===== src/rtl/priority_arbiter_rr_pkg.sv =====
// Shared constants for the priority / round-robin arbiter: FSM state
// encoding and the run-time arbitration mode values.
package arb_pkg;

    typedef logic state_t;

    localparam state_t IDLE  = 1'b0;
    localparam state_t GRANT = 1'b1;

    localparam logic MODE_FIXED = 1'b0;
    localparam logic MODE_RR    = 1'b1;

endpackage : arb_pkg


===== src/rtl/priority_arbiter_rr_if.sv =====
// Request/grant bundle between the request sources (master) and the
// arbiter (slave). Grant outputs are registered inside the arbiter.
interface priority_arbiter_rr_if #(
    parameter int N = 8,
    parameter int W = $clog2(N)
);
    logic [N-1:0] req;
    logic         mode;
    logic [N-1:0] gnt;
    logic [W-1:0] gnt_idx;
    logic         gnt_valid;

    modport master (
        output req,
        output mode,
        input  gnt,
        input  gnt_idx,
        input  gnt_valid
    );

    modport slave (
        input  req,
        input  mode,
        output gnt,
        output gnt_idx,
        output gnt_valid
    );
endinterface : priority_arbiter_rr_if


===== src/rtl/priority_encoder_n.sv =====
// Generalised N-input priority encoder: descending search starting at
// `start`, wrapping from 0 back to N-1. start = N-1 gives plain MSB
// priority. The wrap is an explicit modulo-N so non power-of-two N works.
module priority_encoder_n #(
    parameter int N = 8,
    parameter int W = $clog2(N)
) (
    input  logic [N-1:0] req,
    input  logic [W-1:0] start,
    output logic [W-1:0] idx,
    output logic         found
);

    // First set bit met while walking down from start, with wrap.
    always_comb begin
        // NOTE: every output gets a default before the loop so no path
        // leaves it unassigned, which would otherwise infer a latch.
        idx   = '0;
        found = 1'b0;
        for (int i = 0; i < N; i++) begin
            logic [W-1:0] cand;
            cand = W'((int'(start) + N - i) % N);
            if (!found && req[cand]) begin
                found = 1'b1;
                idx   = cand;
            end
        end
    end

endmodule : priority_encoder_n


===== src/rtl/priority_arbiter_rr.sv =====
// Registered N-requester arbiter. A grant is held until its requester
// drops its request; every release forces one IDLE cycle before the
// next grant. Round-robin mode starts the search just below the most
// recently released requester.
module priority_arbiter_rr
    import arb_pkg::*;
#(
    parameter int N = 8,
    parameter int W = $clog2(N)
) (
    input  logic                    clk,
    input  logic                    rst,
    priority_arbiter_rr_if.slave    bus
);

    localparam logic [W-1:0] PTR_MAX = W'(N - 1);
    localparam logic [N-1:0] ONE_HOT_LSB = {{(N-1){1'b0}}, 1'b1};

    state_t       state, state_d;
    logic [W-1:0] ptr, ptr_d;
    logic [N-1:0] gnt_q, gnt_d;
    logic [W-1:0] idx_q, idx_d;
    logic         valid_q, valid_d;

    logic [W-1:0] start;
    logic [W-1:0] enc_idx;
    logic         enc_found;
    logic         release_now;

    // Fixed mode always searches from the top; round-robin from ptr.
    assign start       = (bus.mode == MODE_RR) ? ptr : PTR_MAX;
    assign release_now = !bus.req[idx_q];

    priority_encoder_n #(.N(N), .W(W)) u_enc (
        .req   (bus.req),
        .start (start),
        .idx   (enc_idx),
        .found (enc_found)
    );

    // State register.
    always_ff @(posedge clk) begin
        // NOTE: sequential state uses non-blocking assignments so every
        // register samples pre-edge values regardless of process order.
        if (rst) begin
            state <= IDLE;
        end else begin
            state <= state_d;
        end
    end

    // Next-state: grant on any request, release when holder drops.
    always_comb begin
        state_d = state;
        case (state)
            IDLE:    if (enc_found)   state_d = GRANT;
            GRANT:   if (release_now) state_d = IDLE;
            default: state_d = IDLE;
        endcase
    end

    // Output/datapath next values: latch winner in IDLE, clear and
    // rotate ptr on release, otherwise hold.
    always_comb begin
        gnt_d   = gnt_q;
        idx_d   = idx_q;
        valid_d = valid_q;
        ptr_d   = ptr;
        case (state)
            IDLE: begin
                if (enc_found) begin
                    gnt_d   = ONE_HOT_LSB << enc_idx;
                    idx_d   = enc_idx;
                    valid_d = 1'b1;
                end
            end
            GRANT: begin
                if (release_now) begin
                    gnt_d   = '0;
                    valid_d = 1'b0;
                    ptr_d   = (idx_q == '0) ? PTR_MAX : idx_q - 1'b1;
                end
            end
            default: begin
                gnt_d   = '0;
                valid_d = 1'b0;
            end
        endcase
    end

    // Registered grant outputs and round-robin pointer.
    always_ff @(posedge clk) begin
        if (rst) begin
            gnt_q   <= '0;
            idx_q   <= '0;
            valid_q <= 1'b0;
            ptr     <= PTR_MAX;
        end else begin
            gnt_q   <= gnt_d;
            idx_q   <= idx_d;
            valid_q <= valid_d;
            ptr     <= ptr_d;
        end
    end

    assign bus.gnt       = gnt_q;
    assign bus.gnt_idx   = idx_q;
    assign bus.gnt_valid = valid_q;

endmodule : priority_arbiter_rr


===== src/flat_wrapper.sv =====
// flat-port wrapper written by rule: the top's interface ports become plain ports
module priority_arbiter_rr_flat import arb_pkg::*;
#(
    parameter int N = 8,
    parameter int W = $clog2(N)
)
  (clk, rst, bus_req, bus_mode, bus_gnt, bus_gnt_idx, bus_gnt_valid);
  priority_arbiter_rr_if #(.N(N), .W(W)) bus_i ();
  input  logic clk;
  input  logic rst;
  input wire logic [$bits(bus_i.req)-1:0] bus_req;
  input wire logic [$bits(bus_i.mode)-1:0] bus_mode;
  output wire logic [$bits(bus_i.gnt)-1:0] bus_gnt;
  output wire logic [$bits(bus_i.gnt_idx)-1:0] bus_gnt_idx;
  output wire logic [$bits(bus_i.gnt_valid)-1:0] bus_gnt_valid;
  assign bus_i.req = bus_req;
  assign bus_i.mode = bus_mode;
  assign bus_gnt = bus_i.gnt;
  assign bus_gnt_idx = bus_i.gnt_idx;
  assign bus_gnt_valid = bus_i.gnt_valid;
  priority_arbiter_rr #(.N(N), .W(W)) u_core (.clk(clk), .rst(rst), .bus(bus_i));
endmodule

===== config.mk =====
export PLATFORM = sky130hd
export DESIGN_NAME = priority_arbiter_rr_flat
export DESIGN_NICKNAME = d
export VERILOG_FILES = /design/src/rtl/priority_arbiter_rr_pkg.sv /design/src/rtl/priority_arbiter_rr_if.sv /design/src/rtl/priority_encoder_n.sv /design/src/rtl/priority_arbiter_rr.sv /design/src/flat_wrapper.sv
export SDC_FILE = /design/constraint.sdc
export NUM_CORES = 1
export LEC_CHECK = 0
export CELL_PAD_IN_SITES_DETAIL_PLACEMENT = 0
export CELL_PAD_IN_SITES_GLOBAL_PLACEMENT = 1
export CORE_MARGIN = 10
export CORE_UTILIZATION = 45
export DETAILED_ROUTE_END_ITERATION = 10
export GPL_ROUTABILITY_DRIVEN = 1
export PLACE_DENSITY = 0.88
export SETUP_SLACK_MARGIN = 0.3
export SLEW_MARGIN = 15
export SYNTH_ARGS = -nofsm -noshare
export SYNTH_HDL_FRONTEND = slang
export SYNTH_SLANG_ARGS = --single-unit

===== constraint.sdc =====
create_clock -name clk -period 9 [get_ports clk]
set_input_delay 1.8 -clock clk [delete_from_list [all_inputs] [get_ports clk]]
set_output_delay 1.8 -clock clk [all_outputs]
set_load 0.01 [all_outputs]

# Word level (Yosys, flattened, before mapping)
# Index checks and enable logic that the tools add are counted.
[word_totals]
reg_bits = 16
latch_bits = 0
ram_bits = 0
mem_bits_ro = 0
input_bits = 11
out_inout_bits = 12
wordCells = 91
memories = 0
[classes]
add_sub_neg = 9
mul = 0
div_mod_pow = 0
magnitude_cmp = 9
n_eq_ne = 2
n_shift = 1
mux = 45
bitwise = 2
reduce_logical = 18
[op_table]
columns = ["operator", "count"]
rows = [
  ["$lt 3x4->1 const B", 9],
  ["$mux 3", 10],
  ["$bmux 1 s3", 9],
  ["$mux 1", 21],
  ["$mux 8", 2],
  ["$pmux 8 s2", 1],
  ["$sub 3x3->3 const B", 4],
  ["$shl 1x3->8 const A", 1],
  ["$logic_and 1x1->1", 7],
  ["$logic_not 1->1", 7],
  ["$reduce_and 2->1", 3],
  ["$sub 3x1->3 const B", 2],
  ["$sub 3x2->3 const B", 2],
  ["$pmux 1 s2", 2],
  ["$add 3x1->3 const B", 1],
  ["$logic_not 3->1", 1],
  ["$ne 2x1->1 const B", 1],
  ["$ne 2x2->1 const B", 1],
  ["$not 1->1", 2],
]

# Longest topological paths before layout
# Gate-level depths: netlist of run 1.
[logic_depth]
depth_word = 29
ltp_mapped = 14
mapped_depth_nobuf = 11

# Modules after synthesis
# A second synthesis of run 1 with hierarchy kept.
[unflattened]
cells_unflattened = 185
area_unflattened_um2 = 1816.7
[modules_own_cells]
columns = ["mod", "n_inst", "cells_per_inst", "area_each_um2"]
rows = [
  ["priority_encoder_n", 1, 113, 1049.8],
  ["priority_arbiter_rr", 1, 72, 767.0],
]

# Least setup slack after synthesis of run 1
# Ideal clock, no wire load.
[synth_path]
kind = "input to register"
from = "input bus_mode"
to = "register u_core.gnt_q[5], in the netlist u_core.bus.gnt[5]"
arrival_ps = 4975
t_required_ps = 8913
setup_slack_ps = 3938
cell_stages = 13
n_path_buf = 4
path_cell_list = "buf_4 -> nand2b_1 -> clkbuf_1 -> ha_1 -> clkbuf_1 -> mux2_2 -> mux4_2 -> or3_1 -> o31ai_1 -> and2_1 -> clkbuf_1 -> nand2_1 -> o31ai_1"
[synth_between]
elab_chain_cells = 29
[synth_rtl]
columns = ["element", "line_no", "text"]
rows = [
  ["from (decl)", "flat_wrapper.sv:12", "input wire logic [$bits(bus_i.mode)-1:0] bus_mode;"],
  ["$mux 3 *", "priority_arbiter_rr.sv:31", "assign start = (bus.mode == MODE_RR) ? ptr : PTR_MAX;"],
  ["$add 3x1->3 *", "priority_encoder_n.sv:22", "cand = W'((int'(start) + N - i) % N);"],
  ["parallel branches: the longest is 27 deep, another holds $sub 3x2->3", "n/a", ""],
  ["to (signal assigned)", "priority_arbiter_rr.sv:99", "gnt_q <= gnt_d;"],
  ["to (decl)", "priority_arbiter_rr.sv:21", "logic [N-1:0] gnt_q, gnt_d;"],
]
# Mark *: on every way between the ends. The select of a mux whose other input is x is not followed.
# A chain may end at the register's enable or synchronous reset.

# Worst setup path after layout of run 1
[layout_path]
from = "input bus_mode"
to = "register u_core.gnt_q[7], in the netlist u_core.bus.gnt[7]"
# The elaborated chain is that of the path after synthesis.

==> results of run 1 <==
==> layout make-up <==
type | instances | area (µm²)
fillers | 344 | 1698
multi-input cells | 165 | 1373
flip-flops and latches | 16 | 320.3
repair buffers | 22 | 220.2
well taps | 48 | 60.06
clock buffers | 4 | 55.05
inverters | 12 | 45.04
==> power by group <==
group	switching [W]	internal (W)	leakage (nW)
logic	0.0000804	0.0000657	0.644
clock network	0.0000233	0.0000387	0.0288
registers	0.0000107	0.0000782	0.131
total	0.000114	0.000183	0.804
==> logic make-up (layout without fill, tap and decap cells) <==
logic type / Yosys count / after routing / synth area share (%)
AO/OA/AOI/OAI: 64 / 64 / 27.97
XOR/XNOR: 4 / 4 / 1.943
adder cells (fa/ha/maj): 4 / 4 / 2.776
buffers and inverters: 24 / 38 / 6.107
flip-flops: 16 / 16 / 17.77
multiplexers: 36 / 36 / 27.20
AND/OR/NAND/NOR: 57 / 57 / 16.24
==> cell usage in the layout (no fill, tap or decap), types with 4 or more instances in the layout <==
cell | netlist | routed
clkbuf_8 | 0 | 4
o21ai_0 | 6 | 6
o21a_1 | 4 | 4
dfxtp_1 | 16 | 16
inv_1 | 11 | 11
mux2_2 | 10 | 10
nand2b_1 | 7 | 7
mux2i_1 | 16 | 16
a21oi_1 | 6 | 6
a211oi_1 | 5 | 5
nand2_1 | 16 | 16
clkdlybuf4s50_1 | 0 | 22
mux4_2 | 9 | 9
ha_1 | 4 | 4
nor2_1 | 10 | 10
o31ai_1 | 6 | 6
nor3_1 | 4 | 4
a32o_1 | 5 | 5
or3_1 | 4 | 4
==> sequential cells by signal, summed over array words and instances (netlist names) <==
| signal | count |
|---|---|
| u_core.bus.gnt_idx | 3 |
| u_core.bus.gnt_valid | 1 |
| u_core.state | 1 |
| u_core.bus.gnt | 8 |
| u_core.ptr | 3 |
==> layer usage <==
| metal | routed length (µm) | share of wire, % | vias to the layer above |
|---|---|---|---|
| met5 | 0 | 0 | - |
| met4 | 181 | 3.5 | 0 |
| met3 | 368 | 7.1 | 14 |
| met2 | 2514 | 49 | 82 |
| met1 | 2107 | 41 | 830 |
| li1 | - | - | 834 |
==> metrics by stage <==
stage	util (%)	setup WS (ps)	instance area, µm²	hold WS [ps]
floorplan	-	3938	1803	480.5
global placement	53.52	3024	2018	440.1
detailed placement	53.52	2946	2018	445.8
CTS	54.98	3210	2073	460.3
global route	54.98	2909	2073	493.5
finish	54.98	3158	2073	457.6
==> how the worst min path moves through the flow <==
stage / slack, ps / startpoint / end
2_1_floorplan: 480 / u_core.bus.gnt_valid / u_core.bus.gnt_valid
3_3_place_gp: 440 / u_core.bus.gnt[6] / u_core.bus.gnt[6]
3_5_place_dp: 450 / u_core.bus.gnt[6] / u_core.bus.gnt[6]
4_1_cts: 460 / u_core.bus.gnt[6] / u_core.bus.gnt[6]
5_1_grt: 490 / u_core.bus.gnt[4] / u_core.bus.gnt[4]
6_report: 460 / u_core.bus.gnt[6] / u_core.bus.gnt[6]
==> tightest hold or removal path: stages (launching register included) <==
cell and delay, ps:
dfxtp_1 330, nand2_1 50, o31ai_1 50
==> summary.txt, run 1 <==
CP max-delay cell -> clkdlybuf4s50_1
met1 Resource Use GR -> 16.67%
Fin. Hold Viols -> 0
RSZ-0062 raised after global routing -> false
Stages on worst setup path -> 11
GR Layer Usage met3 -> 2.051%
Initial DRC Count -> 113
Port Buffers -> 22
Post-synth top flop -> dfxtp_1
status -> finished clean
CP bufs+invs -> 2
Design Power -> 0.0002970 W
share of layout cells above drive strength 1 -> 13.70%
cells after synthesis -> 205
number of flops mapped to enable cells by yosys -> 0
R2R setup slack -> 4980 ps
crit path DAT -> 6000 ps
Max Cap Viol -> 0
top cell type's share of synthesized area -> 17.77%
full die area -> 0.006938 mm²
first-pass GRT wire length -> 8487 µm
final net count -> 235
later-pin clock latency in the skew report -> 240 ps
routing usage on met2 -> 24.30%
core area -> 0.003771 mm²
Worst Hold Depth -> 2
YS warnings -> 0
synthesized area -> 0.001803 mm²
post-route clock skew -> 0.6622 ps
crit path launch -> bus_mode
post-route ant nets -> 0
chip height -> 83.30 µm
CTS tree -> yes
Critical Path, Cell by Cell -> clkdlybuf4s50_1 > nor2b_4 > inv_2 > ha_1 > mux2_2 > mux4_2 > or3_1 > o31ai_1 > and2_1 > nand2_1 > o31ai_1
Req. time, crit path -> 9160 ps
# resized after CTS -> 0
GPL Wtd Cong -> 0.9856
sum of negative setup slack -> 0 ps
Worst Setup End Kind -> flop
HPWL after DPL -> 4218 µm
share of the yosys chip area belonging to registers -> 17.77%
Worst-Margin Slew -> 608.8 ps
GRT Total Usage -> 14.27%
busiest grt layer -> met2
# hold bufs at CTS -> 0
Worst R2R End -> u_core.bus.gnt[7]
Clock H-tree levels -> 1
final WL -> 5172 µm
Tcrit/Tclk final -> 64.91%
CTS root buf -> clkbuf_8
Max rail drop VDD -> 0.04480 mV
row count -> 22
pwr dens -> 143.3 mW/mm²
DRC Markers -> 0
ys async rst share -> 0%
leakage power -> 0.8039 nW
number of buffers created by CTS -> 3
Max transition margin -> 59.28%
ranking of synthesized cells by area -> dfxtp_1, mux4_2, mux2i_1
ant diodes -> 0
dpl cells -> 263
grt ovf -> 0
most used cell, CP -> o31ai_1
syn_area_per_cell -> 8.795 µm²
Final Non-Filler Cells -> 267
Vias per Instance -> 6.592
Syn Nets -> 220
FF-to-FF Start -> u_core.ptr[1]
antenna violations before repair -> 0
vias in the first global route -> 1721
I/O Pins -> 23
DIE WIDTH -> 83.30 µm
Pins Over Slew Limit -> 0
worst hold path class -> reg2reg
Synth cell types -> 55
clk sinks -> 16
Via Count -> 1760
Reg2Reg Depth -> 9
fin crit period -> 5842 ps
critical path capture point -> u_core.bus.gnt[7]
Worst Path Class, Setup -> in2reg
Final setup viols -> 0
CTS Buffer Depth -> 2
drt wl/cell -> 19.37 µm
buffers inserted by post-CTS timing repair -> 0
Initial Util -> 47.81%
critical path's largest stage delay -> 690 ps
crit start category -> input pin
largest net degree at the start of global routing -> 15
Post-synth top cells -> dfxtp_1, mux2i_1, nand2_1, inv_1
Yosys reg bits -> 16
crit path max fanout -> 12
Fmax achieved -> 171.2 MHz
drt pass-1 iters -> 4
Reg clk slew, reported paths -> 60 ps
Synth area leader -> dfxtp_1
CP top delay family -> simple AND/OR/NAND/NOR gates
P&R area growth vs syn -> 14.99%
Power figures use the tool's default switching activity.
==> run 2, diff against run 1 <==
- CORE_UTILIZATION: 45 -> 42
- PLACE_DENSITY: 0.88 -> 0.83
- clock period: 9 -> 5.6 ns (I/O delays scaled with it)
==> run 2 against run 1 <==
Against the previous run: die area increased by 5.4%; routed wire length is 0.54% higher; hold slack got worse by 3.6 ps; setup slack lost 2100 ps; sequential cell count did not move; core utilization fell by 3.6 points; design area grew 1.2%; sequential power up 60%; critical path type unchanged; critical endpoint is now u_core.bus.gnt[5]; largest power group unchanged.
==> summary.txt, run 2 (synthesis results as in run 1) <==
routing usage on met2 -> 22.96% (was 24.30%)
# hold bufs at CTS -> 0 (unchanged)
later-pin clock latency in the skew report -> 250 ps (was 240 ps)
DRC Markers -> 0 (unchanged)
Fin. Hold Viols -> 0 (unchanged)
Port Buffers -> 22 (unchanged)
Worst Setup End Kind -> flop (unchanged)
DIE WIDTH -> 85.52 µm (was 83.30 µm)
Max transition margin -> 58.00% (was 59.28%)
crit start category -> input pin (unchanged)
row count -> 23 (was 22)
antenna violations before repair -> 0 (unchanged)
Largest register FFs -> 8 (unchanged)
drt wl/cell -> 19.12 µm (was 19.37 µm)
R2R setup slack -> 1950 ps (was 4980 ps)
core area -> 0.004086 mm² (was 0.003771 mm²)
buffers inserted by post-CTS timing repair -> 0 (unchanged)
worst hold path class -> reg2reg (unchanged)
fin worst setup slack -> 1034 ps (was 3158 ps)
share of layout cells above drive strength 1 -> 14.86% (was 13.70%)
grt ovf -> 0 (unchanged)
ant diodes -> 0 (unchanged)
post-route clock skew -> 8.225 ps (was 0.6622 ps)
Initial Util -> 44.12% (was 47.81%)
chip height -> 85.52 µm (was 83.30 µm)
GPL Wtd Cong -> 0.9605 (was 0.9856)
Worst-Margin Slew -> 627.8 ps (was 608.8 ps)
CTS root buf -> clkbuf_8 (unchanged)
met1 Resource Use GR -> 18.82% (was 16.67%)
Reg clk slew, reported paths -> 70 ps (was 60 ps)
Final setup viols -> 0 (unchanged)
Clock H-tree levels -> 1 (unchanged)
largest net degree at the start of global routing -> 14 (was 15)
post-route ant nets -> 0 (unchanged)
P&R area growth vs syn -> 16.38% (was 14.99%)
FF-to-FF Start -> u_core.ptr[0] (was u_core.ptr[1])
CTS Buffer Depth -> 2 (unchanged)
fin crit period -> 4566 ps
Via Count -> 1736 (was 1760)
final WL -> 5200 µm (was 5172 µm)
CP max-delay cell -> mux4_2 (was clkdlybuf4s50_1)
most frequent standard cell in the layout excluding fill and tap cells -> clkdlybuf4s50_1 (unchanged)
crit path DAT -> 4730 ps (was 6000 ps)
Max Cap Viol -> 0 (unchanged)
clk sinks -> 16 (unchanged)
vias in the first global route -> 1789 (was 1721)
Worst Path Class, Setup -> in2reg (unchanged)
sum of negative setup slack -> 0 ps (unchanged)
full die area -> 0.007314 mm² (was 0.006938 mm²)
Pins Over Slew Limit -> 0 (unchanged)
drt pass-1 iters -> 4 (unchanged)
filler cell count -> 399 (was 344)
pre-CTS setup slack -> 783.4 ps (was 2946 ps)
FF+latch area -> 320.3 µm² (unchanged)
most used cell, CP -> o31ai_1 (unchanged)
critical path's largest stage delay -> 560 ps (was 690 ps)
I/O Pins -> 23 (unchanged)
final net count -> 238 (was 235)
crit path max fanout -> 12 (unchanged)
Multi-input gate area -> 0.001373 mm² (unchanged)
status -> finished clean (unchanged)
Critical Path, Cell by Cell -> clkdlybuf4s50_1 > nor2b_4 > inv_2 > ha_1 > mux2_2 > mux4_2 > or3_1 > o31ai_1 > and2_1 > nand2_1 > o31ai_1 (unchanged)
GRT Total Usage -> 14.42% (was 14.27%)
hold_sp -> u_core.bus.gnt[4] (was u_core.bus.gnt[6])
# resized after CTS -> 0 (unchanged)
Vias per Instance -> 6.382 (was 6.592)
pwr dens -> 227.1 mW/mm² (was 143.3 mW/mm²)
Req. time, crit path -> 5770 ps (was 9160 ps)
most frequent cells in the layout -> clkdlybuf4s50_1, mux2i_1, nand2_1, dfxtp_1, inv_1 (unchanged)
CTS tree -> yes (unchanged)
first-pass GRT wire length -> 8942 µm (was 8487 µm)
Fmax achieved -> 219.0 MHz
crit path launch -> bus_mode (unchanged)
number of buffers created by CTS -> 3 (unchanged)
busiest grt layer -> met2 (unchanged)
Max rail drop VDD -> 0.1153 mV (was 0.04480 mV)
Tcrit/Tclk final -> 81.54%
RSZ-0062 raised after global routing -> false (unchanged)
HPWL after DPL -> 4079 µm (was 4218 µm)
leakage power -> 0.8183 nW (was 0.8039 nW)
Initial DRC Count -> 143 (was 113)
GR Layer Usage met3 -> 2.081% (was 2.051%)
## run 2: changes by cell type in the layout (fill, tap and decap cells not counted)
cell	previous run	this run
buf_4	0	3
## run 2: worst paths after layout
| path | depth (start not counted) | to |
|---|---|---|
| setup / recovery | 11 | u_core.bus.gnt[5] |
| hold / removal | 2 | u_core.bus.gnt[4] |
| setup reg to reg | 10 | u_core.bus.gnt[5] |
| hold reg to reg | 2 | u_core.bus.gnt[4] |
## run 2: layout make-up
| cell class | instances | share of cell area, % |
|---|---|---|
| well taps | 50 | 2.982 |
| multi-input cells | 165 | 65.41 |
| repair buffers | 25 | 11.57 |
| inverters | 12 | 2.147 |
| clock buffers | 4 | 2.624 |
| flip-flops and latches | 16 | 15.27 |
## run 2: where the power goes
group	internal [W]	switching [W]	total, W
combinational	0.000107	0.000128	0.000234
sequential	0.000126	0.0000159	0.000142
clock	0.0000623	0.0000383	0.000101
## run 2: metrics by stage
step           hold slack [ps]  utilization (%)  std cells  power [W]  cell area, µm²
6_report                 454.0            51.35        272  0.0004765            2098
5_1_grt                  484.4            51.35        272  0.0005136            2098
4_1_cts                  456.5            51.35        272  0.0004775            2098
3_5_place_dp             440.3            50.00        268  0.0003757            2043
3_3_place_gp             438.2            50.00        268  0.0003753            2043
2_1_floorplan            480.5                -        205  0.0003099            1803
## run 2: critical path, delay by kind of cell
family,cells,cell delay [ps]
and+or+nand+nor,4,1060
muxes,2,970
buffers and inverters,2,610
AOI/OAI and AO/OA,2,490
adders and majority gates,1,470
## run 2: routing by layer
| layer | share of wire (%) | up-vias |
|---|---|---|
| li1 | - | 840 |
| met1 | 45 | 837 |
| met2 | 47 | 49 |
| met3 | 5.3 | 10 |
| met4 | 2.6 | 0 |
| met5 | 0 | - |
